## src/rtl/hazard_ctrl_pkg.sv

```systemverilog
// rtl/hazard_ctrl_pkg.sv - shared CPU defines for the hazard controller
// Purpose: FSM state encodings, MemRead "not a load" code and the
//          multiply/divide counter width and load-value helper.
package hazard_ctrl_pkg;

    typedef enum logic [1:0] {
        ST_RUN     = 2'b00,
        ST_MD_BUSY = 2'b01,
        ST_MD_DONE = 2'b10
    } hz_state_e;

    // MemRead_exe code for "EXE instruction is not a load".
    localparam logic [1:0] MEM_NONE = 2'b00;

    // Wide enough for DIV_CYCLES-1 up to 63.
    localparam int MD_CNT_W = 6;

    // Counter value loaded on an md start: the start cycle itself is the
    // first stall cycle, so the counter covers the remaining cycles.
    function automatic logic [MD_CNT_W-1:0] md_cnt_load(
        input logic is_div,
        input int   mul_cycles,
        input int   div_cycles
    );
        int cycles;
        cycles = is_div ? div_cycles : mul_cycles;
        return MD_CNT_W'(cycles - 1);
    endfunction

endpackage

```

## src/rtl/hazard_ctrl_load_use.sv

```systemverilog
// rtl/hazard_ctrl_load_use.sv - combinational load-use hazard comparator
// Purpose: flags an ID-stage source operand produced by a load in EXE.
// Ports:
//   rs_id_i, rt_id_i   ID-stage source register numbers
//   rd_exe_i           EXE-stage destination register
//   reg_write_exe_i    EXE instruction writes the register file
//   mem_read_exe_i     EXE load type (MEM_NONE = not a load)
//   load_use_o         hazard present this cycle
module load_use_detect
    import hazard_ctrl_pkg::*;
(
    input  logic [4:0] rs_id_i,
    input  logic [4:0] rt_id_i,
    input  logic [4:0] rd_exe_i,
    input  logic       reg_write_exe_i,
    input  logic [1:0] mem_read_exe_i,
    output logic       load_use_o
);

    logic is_load;
    logic src_match;

    assign is_load   = (mem_read_exe_i != MEM_NONE) && reg_write_exe_i;
    assign src_match = (rd_exe_i == rs_id_i) || (rd_exe_i == rt_id_i);

    // $zero is never a real dependency.
    assign load_use_o = is_load && (rd_exe_i != 5'd0) && src_match;

endmodule

```

## src/rtl/hazard_ctrl.sv

```systemverilog
// rtl/hazard_ctrl.sv - pipeline hazard controller (load-use, mult/div, branch)
// Purpose: generates stall/flush controls for a 5-stage pipeline and
//          sequences the multi-cycle multiply/divide occupancy of EXE.
// Ports:
//   clk, rst                      clock, synchronous active-high reset
//   rs_id, rt_id, rd_exe          register numbers for hazard compare
//   RegWrite_exe, MemRead_exe     EXE instruction write/load info
//   branch_taken_id               taken branch/jump resolved in ID
//   md_start_exe, md_is_div_exe   mult/div present in EXE, div select
//   stall_pc/ifid/idex            hold the PC and pipeline registers
//   flush_ifid/idex/exmem         bubble insertion
//   md_busy                       multi-cycle unit occupying EXE
//   state_dbg                     current FSM state
module hazard_ctrl
    import hazard_ctrl_pkg::*;
#(
    parameter int MUL_CYCLES = 4,
    parameter int DIV_CYCLES = 32
) (
    input  logic       clk,
    input  logic       rst,
    input  logic [4:0] rs_id,
    input  logic [4:0] rt_id,
    input  logic [4:0] rd_exe,
    input  logic       RegWrite_exe,
    input  logic [1:0] MemRead_exe,
    input  logic       branch_taken_id,
    input  logic       md_start_exe,
    input  logic       md_is_div_exe,
    output logic       stall_pc,
    output logic       stall_ifid,
    output logic       stall_idex,
    output logic       flush_ifid,
    output logic       flush_idex,
    output logic       flush_exmem,
    output logic       md_busy,
    output logic [1:0] state_dbg
);

    hz_state_e             state_q, state_d;
    logic [MD_CNT_W-1:0]   md_cnt_q, md_cnt_d;
    logic [MD_CNT_W-1:0]   md_load;
    logic                  load_use;
    logic                  md_active;
    logic                  lu_active;
    logic                  br_flush;

    load_use_detect u_load_use (
        .rs_id_i        (rs_id),
        .rt_id_i        (rt_id),
        .rd_exe_i       (rd_exe),
        .reg_write_exe_i(RegWrite_exe),
        .mem_read_exe_i (MemRead_exe),
        .load_use_o     (load_use)
    );

    assign md_load = md_cnt_load(md_is_div_exe, MUL_CYCLES, DIV_CYCLES);

    // Next state. The counter holds the number of MD_BUSY cycles still to
    // come, so the start cycle plus the MD_BUSY cycles equal the full count.
    always_comb begin
        state_d  = state_q;
        md_cnt_d = md_cnt_q;
        case (state_q)
            ST_RUN: begin
                if (md_start_exe) begin
                    md_cnt_d = md_load;
                    state_d  = (md_load == '0) ? ST_MD_DONE : ST_MD_BUSY;
                end
            end
            ST_MD_BUSY: begin
                md_cnt_d = (md_cnt_q != '0) ? md_cnt_q - 1'b1 : '0;
                if (md_cnt_q <= MD_CNT_W'(1)) begin
                    state_d = ST_MD_DONE;
                end
            end
            // The finished md instruction is still visible in EXE here, so
            // md_start_exe must not re-trigger; the next md starts from RUN.
            ST_MD_DONE: state_d = ST_RUN;
            default:    state_d = ST_RUN;
        endcase
    end

    always_ff @(posedge clk) begin
        if (rst) begin
            state_q  <= ST_RUN;
            md_cnt_q <= '0;
        end else begin
            state_q  <= state_d;
            md_cnt_q <= md_cnt_d;
        end
    end

    // Output priority: md occupancy > load-use > branch flush. A branch
    // seen while stalled is simply re-presented by ID once the stall drops.
    assign md_active = !rst && (((state_q == ST_RUN) && md_start_exe) ||
                                (state_q == ST_MD_BUSY));
    assign lu_active = !rst && (state_q == ST_RUN) && !md_start_exe && load_use;
    assign br_flush  = !rst && !md_active && !lu_active && branch_taken_id;

    assign stall_pc    = md_active || lu_active;
    assign stall_ifid  = md_active || lu_active;
    assign stall_idex  = md_active;
    assign flush_ifid  = br_flush;
    assign flush_idex  = lu_active;
    assign flush_exmem = md_active;
    assign md_busy     = md_active;
    assign state_dbg   = state_q;

endmodule

```

## config.mk

```make
export PLATFORM = sky130hd
export DESIGN_NAME = hazard_ctrl
export DESIGN_NICKNAME = d
export VERILOG_FILES = /design/src/rtl/hazard_ctrl_pkg.sv /design/src/rtl/hazard_ctrl_load_use.sv /design/src/rtl/hazard_ctrl.sv
export SDC_FILE = /design/constraint.sdc
export NUM_CORES = 1
export LEC_CHECK = 0
export ABC_CLOCK_PERIOD_IN_PS = 3440
export BUFFER_PORTS_ARGS = -buffer_cell sky130_fd_sc_hd__buf_2
export CORE_MARGIN = 4
export CORE_UTILIZATION = 47
export DETAILED_ROUTE_END_ITERATION = 8
export PLACE_DENSITY = 0.79
export SYNTH_ARGS = -nofsm -noshare
export SYNTH_HDL_FRONTEND = slang
export SYNTH_SLANG_ARGS = --single-unit
```

## constraint.sdc

```tcl
create_clock -name clk -period 3.44 [get_ports clk]
set_input_delay 0.172 -clock clk [delete_from_list [all_inputs] [get_ports clk]]
set_output_delay 0.172 -clock clk [all_outputs]
set_load 0.01 [all_outputs]
```

Word-level counts from Yosys, hierarchy flattened
Index checks and enable logic that the tools add are counted.
W data, S select, Z words.
{ "word_totals": {"output_inout_bits": 9, "wordCells": 44, "register_bits": 8} }
{ "classes": {"muxes": 8, "addsub": 2, "eq_ne": 5, "order_cmp": 1, "reduce_logical": 26} }
{ "op_table": {"columns": ["cell", "count"], "rows": [
  ["$mux W6", 3],
  ["$pmux W6 S2", 1],
  ["$sub A6 B1 Y6 const B", 2],
  ["$logic_and A1 B1 Y1", 11],
  ["$eq A5 B5 Y1", 2],
  ["$le A6 B1 Y1 const B", 1],
  ["$logic_not A6 Y1", 1],
  ["$mux W2", 3],
  ["$reduce_bool A6 Y1", 1],
  ["$reduce_bool A5 Y1", 1],
  ["$logic_not A1 Y1", 4],
  ["$ne A2 B2 Y1 const B", 2],
  ["$pmux W2 S2", 1],
  ["$reduce_and A2 Y1", 2],
  ["$reduce_bool A2 Y1", 2],
  ["$logic_or A1 B1 Y1", 3],
  ["$eq A2 B1 Y1 const B", 1],
  ["$logic_not A2 Y1", 1]
]} }

Logic depth before layout (Yosys ltp)
Gate-level depths: netlist of run 1.
{ "depth": {"word_depth": 8, "ltp_mapped": 5} }

Hierarchy
From an unflattened synthesis of run 1, not the netlist that was laid out.
{ "unflattened": {"cells_unflattened": 82, "hier_area_um2": 684.4} }
{ "by_module_without_submodules": {"columns": ["mod", "instances", "area_each_um2", "seq_area_each_um2", "cells_per_inst"], "rows": [
  ["hazard_ctrl", 1, 549.3, 160.2, 65],
  ["load_use_detect", 1, 135.1, 0.0, 17]
]} }

Worst setup path before layout of run 1
Ideal clock, no wire load.
{ "synth_timing": {"kind": "register -> output", "start": "register state_q[0] (netlist: state_dbg[0])", "end": "output port stall_pc", "stages_incl_launch_ff": 5, "arrival_ns": 1.300, "setup_slack_ns": 1.968, "required_time_ns": 3.268, "cell_sequence": "dfxtp_1 -> o21ai_0 -> inv_1 -> a21o_1 -> buf_4"} }
{ "synth_via": {"elab_chain_len": 5, "word_cells_on_any_way": 9} }
{ "synth_lines": {"columns": ["element", "line", "text"], "rows": [
  ["start: declaration", "hazard_ctrl.sv:40", "hz_state_e state_q, state_d;"],
  ["start signal: assignment", "hazard_ctrl.sv:89", "state_q <= state_d;"],
  ["$logic_not A2 Y1", "hazard_ctrl.sv:96", "assign md_active = !rst && (((state_q == ST_RUN) && md_start_exe) ||"],
  ["$logic_and A1 B1 Y1", "hazard_ctrl.sv:96", null],
  ["$logic_or A1 B1 Y1 *", "hazard_ctrl.sv:96", null],
  ["$logic_and A1 B1 Y1 *", "hazard_ctrl.sv:96", null],
  ["named net flush_exmem", "hazard_ctrl.sv:35", "output logic flush_exmem,"],
  ["$logic_or A1 B1 Y1 *", null, null],
  ["end: declaration", "hazard_ctrl.sv:30", "output logic stall_pc,"]
]} }
The timed path passes the listed nets; every way through them passes the cells marked *.

Worst setup path after layout of run 1
{ "layout_timing": {"start": "register state_q[0] (netlist: state_dbg[0])", "end": "output port stall_ifid"} }
{ "layout_via": {"elab_chain_len": 5, "word_cells_on_any_way": 9} }
{ "layout_lines": {"columns": ["element", "line", "text"], "rows": [
  ["$logic_not A2 Y1", "hazard_ctrl.sv:96, hazard_ctrl.sv:98", null],
  ["$logic_and A1 B1 Y1, on equally long branches", "hazard_ctrl.sv:96, hazard_ctrl.sv:98", null],
  ["$logic_or A1 B1 Y1 / $logic_and A1 B1 Y1 (equally long branches)", "hazard_ctrl.sv:96, hazard_ctrl.sv:98", null],
  ["$logic_and A1 B1 Y1, on equally long branches", "hazard_ctrl.sv:96, hazard_ctrl.sv:98", null],
  ["$logic_or A1 B1 Y1 *", "hazard_ctrl.sv:102", "assign stall_ifid = md_active || lu_active;"],
  ["end: declaration", "hazard_ctrl.sv:31", "output logic stall_ifid,"]
]} }
Mark *: on every way between the ends. The rest lies on a longest branch, timed or not.

==> impl_metrics.env, run 1 <==
export IMPL_outcome="completed"
export IMPL_cts_setup_buffers=0
export IMPL_antenna_found_initial=0
export IMPL_p_per_area_mw_per_mm2=450
export IMPL_stdcell_area_um2=812
export IMPL_critical_path_required_ns=3.27
export IMPL_p_seq_share_pct=35.5
export IMPL_ys_warn_count=0
export IMPL_grt_pass1_vias=658
export IMPL_post_dp_cell_area_um2=790
export IMPL_synth_compound_area_share_pct=25.1
export IMPL_nets=140
export IMPL_cts_buffers=3
export IMPL_clockBufferDepth=2
export IMPL_die_area_mm2=0.00201
export IMPL_cts_root_buf="clkbuf_4"
export IMPL_clk_pin_slew_ns=0.06
export IMPL_coreArea_mm2=0.00128
export IMPL_maxSlewHeadroom_pct=64.2
export IMPL_synth_seq_area_share_pct=25.1
export IMPL_post_cts_resized=0
export IMPL_r2r_cells=4
export IMPL_leakagePower_uw=0.000375
export IMPL_wl_per_cell_um=12.6
export IMPL_vdd_drop_max_mv=0.274
export IMPL_path_max_fanout=7
export IMPL_vias_per_cell=5.44
export IMPL_worstSetupStartpointType="flip-flop"
export IMPL_power_internal_uw=222
export IMPL_synth_simple_area_share_pct=21.8
export IMPL_drc=0
export IMPL_grt_max_degree=8
export IMPL_grt_pass1_wl_um=2600
export IMPL_clkPwrFrac_pct=20.2
export IMPL_syn_area_um2=638
export IMPL_h_tree_depth=1
export IMPL_clock_fmax_ghz=0.555
export IMPL_hpwlAfterDp_um=1350
export IMPL_pin_count=32
export IMPL_drive_gt1_share_pct=33.9
export IMPL_gr_total_overflow=0
export IMPL_min_period_over_period_pct=52.4
export IMPL_multiInputGateArea_um2=433
export IMPL_fin_setup_tns_ns=0
export IMPL_sw_frac_of_total_pct=39.2
export IMPL_worst_slew_pin_slew_ns=0.531
export IMPL_whs_path_depth=2
export IMPL_track_usage_pct=17.3
export IMPL_synth_xor_area_share_pct=15.1
export IMPL_yosys_mux_area_fraction_pct=0
export IMPL_fill_cells=132
export IMPL_cpLargestDelayFamily="compound AO/OA/AOI/OAI gates"
export IMPL_synthCells=81
export IMPL_syn_area_per_cell_um2=7.88
export IMPL_worst_setup_path_type="reg2out"
export IMPL_switching_power_uw=143
export IMPL_cts_sinks=8
export IMPL_critical_path_depth=4
export IMPL_max_stage_delay_ns=0.46
export IMPL_diodes=0
export IMPL_syn2layout_area_growth_pct=27.3
export IMPL_synth_fa_ha_area_share_pct=5.88
export IMPL_synth_seq_cells=8
export IMPL_yosysUniqueCellTypes=27
export IMPL_synth_nets=107
export IMPL_drt_iter0_drc=5
export IMPL_hold_viol=0
export IMPL_register_area_um2=160
export IMPL_setup_viol=0
export IMPL_vias=691
export IMPL_port_buffers=31
export IMPL_fp_dieW_um=44.8
export IMPL_ant_nets=0
export IMPL_fp_row_count=13
export IMPL_critPathCaptureType="output pin"
export IMPL_worst_hold_path_type="in2reg"
export IMPL_die_y_um=44.8
export IMPL_rsz0062_at_grt="no"
export IMPL_synth_top_area_share_pct=25.1
export IMPL_cp_data_arrival_time_ns=1.63
export IMPL_firstDrtPassIters=4
export IMPL_slew_violations=0
export IMPL_cts_hold_buffers=0
export IMPL_crit_slowest_cell="o21ai_0"
export IMPL_clock_skew_ns=0.00517
export IMPL_synth_top_family_by_area="compound AO/OA/AOI/OAI gates"
export IMPL_initial_core_util_pct=49.7
export IMPL_period_minus_slack_ns=1.80
export IMPL_crit_chain="o21ai_0 > inv_1 > a21o_1 > buf_2"
export IMPL_post_synth_top_area_cell="dfxtp_1"
export IMPL_critPathBufInv=2
export IMPL_wl_um=1610
export IMPL_cts_tree="yes"
export IMPL_maxCapViolCount=0
export IMPL_place_congestion=0.843
export IMPL_synth_area_top_cells="dfxtp_1, xnor2_1, ha_1"
export IMPL_power_frac_comb_pct=44.3
export IMPL_clkLatencyLatePin_ns=0.26
==> path summary, 6_finish.rpt <==
| path | startpoint | end | slack, ns |
|---|---|---|---|
| hold / removal | rst | state_dbg[1] | 0.14 |
| setup reg to reg | state_dbg[0] | md_cnt_q[2] | 1.98 |
| hold reg to reg | md_cnt_q[1] | md_cnt_q[1] | 0.49 |
| setup / recovery | state_dbg[0] | stall_ifid | 1.64 |
==> metal layers <==
| metal | routed length (µm) | GRT usage [%] | up-vias |
|---|---|---|---|
| met5 | 0 | 0 | - |
| met4 | 24 | 6.43 | 0 |
| met3 | 105 | 3.98 | 2 |
| met2 | 843 | 33.2 | 22 |
| met1 | 632 | 17.9 | 321 |
| li1 | - | - | 346 |
==> worst reg2reg max path, delay by kind of cell (launching register included) <==
kind | cells | cell delay [ns]
AO/OA/AOI/OAI | 3 | 0.76
buffers and inverters | 1 | 0.23
flip-flops | 1 | 0.33
==> cell usage in the layout (no fill, tap or decap), drive strengths merged, types with 2 or more instances in the layout <==
cell type and count:
nand3 2, and2 2, o21ai 4, o22ai 3, inv 6, dfxtp 8
ha 3, nand2 10, clkbuf 3, buf 31, nor3 2, nor2 5
a31oi 4, a21oi 6, xnor2 11
==> power groups by stage <==
| stage | clock (µW) | sequential [µW] | combinational, µW |
|---|---|---|---|
| 2_1_floorplan | 0 | 128 | 119 |
| 3_3_place_gp | 0 | 130 | 159 |
| 3_5_place_dp | 0 | 131 | 162 |
| 4_1_cts | 73.8 | 129 | 163 |
| 5_1_grt | 79.6 | 133 | 180 |
| 6_report | 74.1 | 130 | 162 |
==> synth_stat cells <==
master and n:
nor3_1 2, o21ba_2 1, o22ai_1 3, o211ai_1 1, a211oi_2 1, nor3b_1 1
nand2_1 10, and2_1 2, o21ai_0 4, a21oi_2 1, a21o_1 1, nor2_1 5
xnor2_1 11, nand2b_1 1, inv_1 6, nor4_4 1, nand3b_1 1, or4_1 1
a22o_1 1, a31oi_1 4, buf_4 3, o311ai_0 1, o21a_1 1, nand3_1 2
ha_1 3, a21oi_1 5, dfxtp_1 8
==> cell families (layout without fill, tap and decap cells) <==
kind of cell	Yosys count	in the layout
fa+ha+maj	3	3
compound gates	24	24
xor+xnor	11	11
simple gates	26	26
buf+inv	9	40
flops	8	8
==> flip-flops by register name, summed over array words and instances (netlist names) <==
register	flops
state_dbg	2
md_cnt_q	6
==> through the flow <==
step	power (µW)	utilization, %	std cells	hold slack [ns]	worst slack (ns)
2_1_floorplan	248	-	81	0.248	1.97
3_3_place_gp	289	61.4	124	0.403	1.96
3_5_place_dp	293	61.4	124	0.414	1.92
4_1_cts	366	63.2	127	0.145	1.63
5_1_grt	392	63.2	127	0.160	1.54
6_report	366	63.2	127	0.143	1.64
==> area by class of cell <==
| cell class | count | area share [%] |
|---|---|---|
| tap | 15 | 2.31 |
| timing repair buffer | 31 | 19.1 |
| inverter | 6 | 2.77 |
| sequential | 8 | 19.7 |
| multi-input combinational | 64 | 53.3 |
| clock buffer | 3 | 2.77 |
No activity file was read; power rests on OpenSTA's default activity.
==> run 2: changes to the inputs <==
Settings changed: ABC_AREA from default to 1, ABC_CLOCK_PERIOD_IN_PS 3440 to 1600, CORE_UTILIZATION 47 to 41, PLACE_DENSITY 0.79 to 0.7.
Clock period 3.44 ns to 1.6 ns, I/O delays scaled along.
==> run 2 against run 1 <==
Hold slack got worse by 0.090 ns. Via count increased by 22%. Critical path depth is 3 higher. Global-route usage decreased by 2.8 points. Power up 99%. Largest power group unchanged. First-iteration DRC count increased to 3.2 times the previous value. Clock-buffer cell count unchanged. Cell count is 46% higher. Critical path type unchanged. Sequential share of layout area fell by 2.4 points. Register-to-register slack worse by 1.6 ns.
==> impl_metrics.env, run 2 <==
export IMPL_outcome="completed"
export IMPL_clock_fmax_ghz=0.707
export IMPL_synth_area_top_cells="nand2_1, dfxtp_1, inv_1"
export IMPL_synth_seq_area_share_pct=21.7
export IMPL_power_internal_uw=441
export IMPL_cts_root_buf="clkbuf_4"
export IMPL_synth_most_common_cell="nand2_1"
export IMPL_ys_async_sr_fraction_pct=0
export IMPL_h_tree_depth=1
export IMPL_synth_top_area_share_pct=23.4
export IMPL_cp_data_arrival_time_ns=1.34
export IMPL_vias=843
export IMPL_cts_sinks=8
export IMPL_initial_core_util_pct=42.8
export IMPL_worst_slew_pin_slew_ns=0.229
export IMPL_ant_nets=0
export IMPL_die_area_mm2=0.00255
export IMPL_nets=188
export IMPL_hpwlAfterDp_um=1470
export IMPL_switching_power_uw=286
export IMPL_synth_nets=155
export IMPL_diodes=0
export IMPL_vias_per_cell=4.56
export IMPL_fin_cells=185
export IMPL_yosysUniqueCellTypes=23
export IMPL_placed_cells=182
export IMPL_fill_cells=185
export IMPL_grt_max_degree=7
export IMPL_clock_skew_ns=0.00591
export IMPL_regMostFlops="md_cnt_q"
export IMPL_slew_violations=0
export IMPL_cts_setup_buffers=0
export IMPL_firstDrtPassIters=4
export IMPL_vdd_drop_max_mv=0.489
export IMPL_place_congestion=0.814
export IMPL_reg2reg_slack_ns=0.41
export IMPL_worst_hold_path_type="in2reg"
export IMPL_path_max_fanout=4
export IMPL_r2r_start="md_cnt_q[0]"
export IMPL_clkPwrFrac_pct=22.2
export IMPL_min_period_over_period_pct=88.4
export IMPL_place_ws_ns=0.419
export IMPL_p_total_uw=727
export IMPL_worstHoldEndpoint="state_dbg[0]"
export IMPL_clkLatencyLatePin_ns=0.26
export IMPL_die_y_um=50.5
export IMPL_p_per_area_mw_per_mm2=785
export IMPL_drt_iter0_drc=16
export IMPL_cts_hold_buffers=0
export IMPL_grt_pass1_vias=732
export IMPL_track_usage_pct=14.5
export IMPL_final_cell_mix="nand2_1, buf_2, inv_1, nor2_1, inv_2"
export IMPL_worst_r2r_endpoint="md_cnt_q[4]"
export IMPL_worst_setup_path_type="reg2out"
export IMPL_drive_gt1_share_pct=31.3
export IMPL_power_frac_comb_pct=43.0
export IMPL_syn_area_um2=739
export IMPL_whs_path_depth=2
export IMPL_setup_viol=0
export IMPL_fp_dieW_um=50.5
export IMPL_coreArea_mm2=0.00173
export IMPL_synthCells=129
export IMPL_fp_row_count=15
export IMPL_synth_main_ff_cell="dfxtp_1"
export IMPL_critical_path_required_ns=1.52
export IMPL_ys_warn_count=0
export IMPL_wl_um=1790
export IMPL_worstSetupStartpointType="flip-flop"
export IMPL_sw_frac_of_total_pct=39.3
export IMPL_synth_edf_count=0
export IMPL_clockBufferDepth=2
export IMPL_synth_seq_cells=8
export IMPL_pin_count=32
export IMPL_period_minus_slack_ns=1.42
export IMPL_hold_ws_ns=0.0536
export IMPL_r2r_cells=8
export IMPL_gr_total_overflow=0
export IMPL_rsz0062_at_grt="no"
export IMPL_fin_setup_tns_ns=0
export IMPL_drc=0
export IMPL_port_buffers=31
export IMPL_critPathCaptureType="output pin"
export IMPL_maxCapViolCount=0
export IMPL_largest_reg_flops=6
export IMPL_post_cts_resized=0
export IMPL_syn2layout_area_growth_pct=25.2
export IMPL_maxSlewHeadroom_pct=84.7
export IMPL_cts_buffers=3
export IMPL_synthTopCellsByCount="nand2_1, inv_1, nor2_1, inv_2, dfxtp_1"
export IMPL_cts_tree="yes"
export IMPL_syn_area_per_cell_um2=5.73
export IMPL_leakagePower_uw=0.000562
export IMPL_p_seq_share_pct=34.8
export IMPL_post_synth_top_area_cell="nand2_1"
export IMPL_min_from="rst"
export IMPL_wl_per_cell_um=9.65
export IMPL_clk_pin_slew_ns=0.05
export IMPL_worst_slack_ns=0.185
export IMPL_grt_pass1_wl_um=2910
export IMPL_hold_viol=0
export IMPL_antenna_found_initial=0
export IMPL_final_common_cell="nand2_1"
[run 2: worst max path at each step]
stage / from / to / slack, ns / cells after the start
2_1_floorplan: state_dbg[0] / stall_pc / 0.47 / 6
6_report: state_dbg[1] / flush_ifid / 0.18 / 7
5_1_grt: state_dbg[0] / stall_pc / 0.03 / 6
3_3_place_gp: md_cnt_q[0] / md_cnt_q[4] / 0.45 / 8
4_1_cts: state_dbg[1] / flush_ifid / 0.19 / 7
3_5_place_dp: md_cnt_q[0] / md_cnt_q[3] / 0.42 / 9
[run 2: stage by stage]
step                      util (%)  instance area (µm²)
after floorplan                  -                  739
after global placement        52.3                  903
after detailed placement      52.3                  903
after CTS                     53.6                  926
after global routing          53.6                  926
final                         53.6                  926
[run 2: routing by layer]
metal,track usage [%],vias up,wire [µm]
li1,-,451,-
met1,17.1,357,750
met2,26.3,30,881
met3,2.08,5,124
met4,4.93,0,29
met5,0,-,0
[run 2: power groups by stage]
stage	combinational, µW	clock [µW]	sequential (µW)
after CTS	314	161	253
after floorplan	227	0	254
after global routing	350	167	256
final	313	162	253
after global placement	304	0	256
after detailed placement	310	0	257
[run 2: critical path, stage by stage (launching register included)]
cell and delay (ns):
dfxtp_1 0.40, inv_2 0.07, o21ai_2 0.09, nand2_1 0.12, clkinv_1 0.10, nand2_1 0.05, a21oi_1 0.10, buf_2 0.15
[run 2: cell families (layout without fill, tap and decap cells)]
logic type,after synthesis,in the layout,synth area share [%]
xor+xnor,5,5,5.92
simple gates,73,73,42.5
compound gates,10,10,8.12
fa+ha+maj,3,3,5.08
buf+inv,30,61,16.8
flops,8,8,21.7
[run 2: cell type report]
| cell class | count | area (µm²) | share of cell area [%] |
|---|---|---|---|
| multi-input cells | 91 | 455 | 49.2 |
| clock buffers | 3 | 22.5 | 2.43 |
| repair buffers | 31 | 155 | 16.8 |
| inverters | 27 | 101 | 10.9 |
| flip-flops and latches | 8 | 160 | 17.3 |
| well taps | 25 | 31.3 | 3.38 |
